File: config.mk
export PLATFORM = sky130hd
export DESIGN_NAME = pipe_reg_chain
export DESIGN_NICKNAME = d
export VERILOG_FILES = /design/src/rtl/pipe_pkg.sv /design/src/rtl/pipe_stage.sv /design/src/rtl/pipe_reg_chain.sv
export SDC_FILE = /design/constraint.sdc
export NUM_CORES = 1
export LEC_CHECK = 0
export BUFFER_PORTS_ARGS = -buffer_cell sky130_fd_sc_hd__buf_4
export CAP_MARGIN = 40
export CORE_MARGIN = 8
export CORE_UTILIZATION = 56
export CTS_CLUSTER_SIZE = 25
export DETAILED_ROUTE_END_ITERATION = 10
export PLACE_DENSITY = 0.82
export SLEW_MARGIN = 20
export SYNTH_ARGS = -nofsm -noshare
export SYNTH_HDL_FRONTEND = slang
export SYNTH_HIERARCHICAL = 1
export SYNTH_SLANG_ARGS = --single-unit
File: constraint.sdc
create_clock -name clk -period 3.72 [get_ports clk]
set_clock_uncertainty 0.05 [all_clocks]
set_input_delay 0.744 -clock clk [delete_from_list [all_inputs] [get_ports clk]]
set_output_delay 0.744 -clock clk [all_outputs]
set_load 0.02 [all_outputs]
File: src/rtl/pipe_pkg.sv
// Shared helpers for the elastic register pipeline.
package pipe_pkg;

    function automatic int occ_width(input int depth);
        return $clog2(depth + 1);
    endfunction

endpackage

File: src/rtl/pipe_stage.sv
// One valid+data register of the elastic pipeline; loads its predecessor on adv, empties on clr.
// Latency 1 cycle; holds its contents whenever adv is low.
module pipe_stage #(
    parameter int unsigned            WIDTH     = 8,
    parameter logic [WIDTH-1:0]       RESET_VAL = '0
) (
    input  logic             clk,
    input  logic             rst,
    input  logic             adv,
    input  logic             clr,
    input  logic             prev_valid,
    input  logic [WIDTH-1:0] prev_data,
    output logic             valid,
    output logic [WIDTH-1:0] data
);

    always_ff @(posedge clk or negedge rst) begin
        if (!rst) begin
            valid <= 1'b0;
            data  <= RESET_VAL;
        end else if (clr) begin
            valid <= 1'b0;
            data  <= RESET_VAL;
        end else if (adv) begin
            valid <= prev_valid;
            data  <= prev_data;
        end
    end

endmodule

File: src/rtl/pipe_reg_chain.sv
// DEPTH-stage elastic register pipeline with bubble collapse, global hold and flush.
// Latency DEPTH cycles unblocked; in_ready follows out_ready combinationally through the adv chain.
module pipe_reg_chain
    import pipe_pkg::*;
#(
    parameter int unsigned      WIDTH     = 8,
    parameter int unsigned      DEPTH     = 3,
    parameter logic [WIDTH-1:0] RESET_VAL = '0
) (
    input  logic                          clk,
    input  logic                          rst,
    input  logic                          en,
    input  logic                          clr,
    input  logic                          in_valid,
    input  logic [WIDTH-1:0]              in_data,
    output logic                          in_ready,
    output logic                          out_valid,
    output logic [WIDTH-1:0]              out_data,
    input  logic                          out_ready,
    output logic [occ_width(DEPTH)-1:0]   occupancy
);

    localparam int OW = occ_width(DEPTH);

    logic [DEPTH-1:0] v;
    logic [WIDTH-1:0] d [DEPTH];
    logic [DEPTH-1:0] prev_v;
    logic [WIDTH-1:0] prev_d [DEPTH];
    logic [DEPTH-1:0] adv;
    logic             carry;
    logic [OW-1:0]    cnt;

    // Walk from the output back to the input so an empty stage always fills.
    always_comb begin
        carry          = en & ~clr & (~v[DEPTH-1] | out_ready);
        adv            = '0;
        adv[DEPTH-1]   = carry;
        for (int i = int'(DEPTH) - 2; i >= 0; i--) begin
            carry  = en & ~clr & (~v[i] | carry);
            adv[i] = carry;
        end
    end

    genvar g;
    generate
        for (g = 0; g < int'(DEPTH); g++) begin : g_stage
            if (g == 0) begin : g_head
                assign prev_v[g] = in_valid;
                assign prev_d[g] = in_data;
            end else begin : g_body
                assign prev_v[g] = v[g-1];
                assign prev_d[g] = d[g-1];
            end

            pipe_stage #(
                .WIDTH     (WIDTH),
                .RESET_VAL (RESET_VAL)
            ) u_stage (
                .clk        (clk),
                .rst        (rst),
                .adv        (adv[g]),
                .clr        (clr),
                .prev_valid (prev_v[g]),
                .prev_data  (prev_d[g]),
                .valid      (v[g]),
                .data       (d[g])
            );
        end
    endgenerate

    always_comb begin
        cnt = '0;
        for (int i = 0; i < int'(DEPTH); i++) begin
            cnt = cnt + OW'(v[i]);
        end
    end

    // Reset gating keeps the input closed while rst is held low.
    assign in_ready  = adv[0] & rst;
    assign out_valid = en & ~clr & v[DEPTH-1];
    assign out_data  = d[DEPTH-1];
    assign occupancy = cnt;

endmodule

After elaboration in Yosys (flattened, before gate mapping)
Cells that the tools add are included.

Flip-flop bits (word level): 27. Input bits: 14. Word-level logic and storage cells: 36.

$add $sub $neg: 2. Mux-type cells: 12. Bitwise operators: 13. Reductions and logical operators: 3.

Operator list (count): 2-to-1 mux 8 bit (6); bitwise AND 1 bit (6); 2-to-1 mux 1 bit (6); nonzero test 2 bit (3); inverter 1 bit (4); bitwise OR 1 bit (3); adder 1 x 1 -> 2 bit (1); adder 2 x 1 -> 2 bit (1).

Logic depth before layout (Yosys ltp)
Depth after elaboration: 9. Gate-level depth with buffers: 5. Mapped depth without buffers: 4.

Hierarchy
Netlist, hierarchy kept.

By module, submodules not included: pipe_stage (times used 3, cells each 29, area each 364.1 um^2); pipe_reg_chain (times used 1, cells each 10, area each 76.3 um^2).

Worst setup path before layout
OpenSTA, ideal clock, no wires.

Kind: in2out. Start: input port clr. End: output port in_ready. Arrival time: 1.373 ns. Setup slack: 1.553 ns. Stages on the path: 2. Path buffers: 0. Cells stage by stage: nand2b_1 a311oi_2.

Longest elaborated chain between the ends: 8.

Ends and longest elaborated chain: start, declared (RTL line pipe_reg_chain.sv:13) `input logic clr,`; inverter 1 bit (*) (RTL line pipe_reg_chain.sv:35, pipe_reg_chain.sv:39); bitwise AND 1 bit (*) (RTL line pipe_reg_chain.sv:35, pipe_reg_chain.sv:39); bitwise AND 1 bit (RTL line pipe_reg_chain.sv:35) `carry = en & ~clr & (~v[DEPTH-1] | out_ready);`; bitwise OR 1 bit (RTL line pipe_reg_chain.sv:39) `carry = en & ~clr & (~v[i] | carry);`; bitwise AND 1 bit (RTL line pipe_reg_chain.sv:39); bitwise OR 1 bit (RTL line pipe_reg_chain.sv:39); bitwise AND 1 bit (*) (RTL line pipe_reg_chain.sv:39); bitwise AND 1 bit (*) (RTL line pipe_reg_chain.sv:79) `assign in_ready = adv[0] & rst;`; end, declared (RTL line pipe_reg_chain.sv:16) `output logic in_ready,`.

Every way passes the cells marked *; elsewhere a longest branch is shown, timed or not.

Final worst setup path
Same ends and word-level chain as after synthesis.

==> run metrics <==
post-synthesis mux area share=23.1%; Antenna Nets Post-Route=0; die area=3800 um^2; met2 WL=1090 um; CP startpoint=clr; Setup crit start kind=input port; cell row count=16; syn nets=112; CTS Buffer Depth=2; Synth Area in XOR/XNOR=0%; syn_area_per_cell=12.0 um^2; Max Clock Freq=411 MHz; Clock Pin Slew Worst Setup and Hold Paths=0.15 ns; worst endpoint data arrival time=1.64 ns; Post-Route WL=2110 um; GRT overflow=0; post-synthesis compound-gate area fraction=2.25%; slack of the worst reg-to-reg path=1.89 ns; PortBufs=25; Cells after DPL=146; Slew headroom=57.2%; status=finished, final reports clean; layout cell share with drive strength beyond 1=27.6%; Worst Tran Pin Value=0.639 ns; Crit Reg-Reg Startpoint=g_stage[2].u_stage/valid; initial antenna violation count=0; via/cell ratio=5.07; Final Cycle Share=65.4%; worst ir drop on vdd=0.306 mV; cell count after synthesis=97; met1 wire length=877 um; fin. max-slew vios=0; R2R Path End=g_stage[0].u_stage/valid; reg2reg path depth=5; routed len/inst=14.1 um; CTS sink cnt=27; setup TNS=0 ns; Syn-to-layout area delta=19.6%; CTS Hold Bufs=0; synthesized cell area=1170 um^2; hold crit path type=in2async; DIE HEIGHT=61.7 um; CP required=2.93 ns; Top Layer Used=met4; Cell Pwr Density=344 nW/um^2; initial cell density of the core=59.6%; final setup fails=0; Total Routing Usage GR=12.1%; Max H-tree Level=1; critical path type=in2out; Critical Path Sink=in_ready; final core utilization=71.2%; adder-cell share of the synthesized area=1.71%; IO Pins=26; Netlist cell types=12; Post-CTS Resized=0; synthesized flop and latch total=27; post-detail-place hpwl=1610 um; unrepaired setup endpoints after global routing=no; YS warnings=6; first-pass GRT wire length=3420 um; max_cap viols=0; CTS tree=yes; Core Region=1960 um^2; fill count=155; diode count=0; vias in the first global route=755; Leak=0.000701 uW; filler-free cell count of the finished design=150; endpoint kind of the worst setup timing path=output port; Final min period=2.43 ns; largest family of logic cells by synthesized area=multiplexers; worst skew pair latency=0.31 ns; Num CTS Buffers=3; postcts setup bufs=0; Hold Fails Final Rpt=0; clk root buf=clkbuf_4; simple logic cell fraction of the synthesized area=10.6%; critical-path maximum fanout=28; DR iter-0 viols=13; DIE WIDTH=61.7 um; Met3 Routed Length=127 um; first-pass iteration count of the detailed router=4; post-synthesis sequential area ratio=57.8%; vias=760; GPL Wtd Cong=0.745; Final Net Count=139; largest net degree at the start of global routing=29; drc violations=0
how the worst min path moves through the flow:
stage	endpoint	slack [ns]	depth (start not counted)	startpoint
2_1_floorplan	g_stage[0].u_stage/data[0]	0.40	0	rst
3_3_place_gp	g_stage[2].u_stage/data[1]	0.45	2	g_stage[2].u_stage/data[1]
3_5_place_dp	g_stage[2].u_stage/data[4]	0.46	2	g_stage[2].u_stage/data[4]
4_1_cts	g_stage[2].u_stage/valid	0.26	1	rst
5_1_grt	g_stage[0].u_stage/data[3]	0.26	1	rst
6_report	g_stage[2].u_stage/valid	0.26	1	rst
cell usage in the layout (no fill, tap or decap):
| cell | Yosys | layout |
|---|---|---|
| fa_1 | 1 | 1 |
| dfrtp_1 | 27 | 27 |
| a31oi_1 | 1 | 1 |
| a311oi_2 | 1 | 1 |
| mux2i_1 | 27 | 27 |
| buf_4 | 0 | 28 |
| clkbuf_4 | 0 | 3 |
| nor2b_2 | 1 | 1 |
| a21oi_1 | 1 | 1 |
| clkinvlp_4 | 0 | 1 |
| nand2b_1 | 1 | 1 |
| inv_1 | 2 | 2 |
| nor2_1 | 29 | 29 |
layout make-up:
| type | count | area (um^2) | share of cell area [%] |
|---|---|---|---|
| clock inverters | 1 | 7.51 | 0.537 |
| clock buffers | 3 | 22.5 | 1.61 |
| well taps | 27 | 33.8 | 2.42 |
| repair buffers | 28 | 210 | 15.0 |
| multi-input cells | 62 | 440 | 31.5 |
| flip-flops and latches | 27 | 676 | 48.3 |
| inverters | 2 | 7.51 | 0.537 |
metrics by stage:
step	total power, uW	hold slack [ns]	worst slack, ns	instance area, um^2
after floorplan	341	0.398	1.55	1170
after global placement	363	0.453	1.30	1370
after detailed placement	364	0.461	1.28	1370
after CTS	490	0.261	1.28	1400
after global routing	507	0.263	1.23	1400
final	480	0.264	1.29	1400
where the power goes:
group	internal, uW	total, uW	switching, uW
Sequential	300	305	4.58
Clock	40.9	123	81.9
Combinational	24.7	52.8	28.1
state kept, by name, summed over array words and instances (netlist names):
signal	count
g_stage.u_stage/valid	3
g_stage.u_stage/data	24
cell families after synthesis:
kind of cell,Yosys count
AO/OA/AOI/OAI,3
adder cells (fa/ha/maj),1
buffers and inverters,8
flip-flops,27
multiplexers,27
AND/OR/NAND/NOR,31
critical path, stage by stage:
cell and delay [ns]:
buf_4 0.20, nand2b_1 0.24, a311oi_2 0.28, buf_4 0.18
cells in the mapped netlist:
| master | number | area [um^2] |
|---|---|---|
| nor2b_2 | 1 | 8.76 |
| nor2_1 | 29 | 109 |
| inv_1 | 2 | 7.51 |
| dfrtp_1 | 27 | 676 |
| a21oi_1 | 1 | 5.00 |
| buf_6 | 3 | 33.8 |
| a311oi_2 | 1 | 15.0 |
| fa_1 | 1 | 20.0 |
| buf_1 | 3 | 11.3 |
| mux2i_1 | 27 | 270 |
| a31oi_1 | 1 | 6.26 |
| nand2b_1 | 1 | 6.26 |
metal layers:
layer	vias up	GRT usage (%)
met5	-	0
met4	0	2.92
met3	2	2.92
met2	18	21.0
met1	367	14.6
li1	373	-
Note: power is estimated with default switching activity, not from simulation.
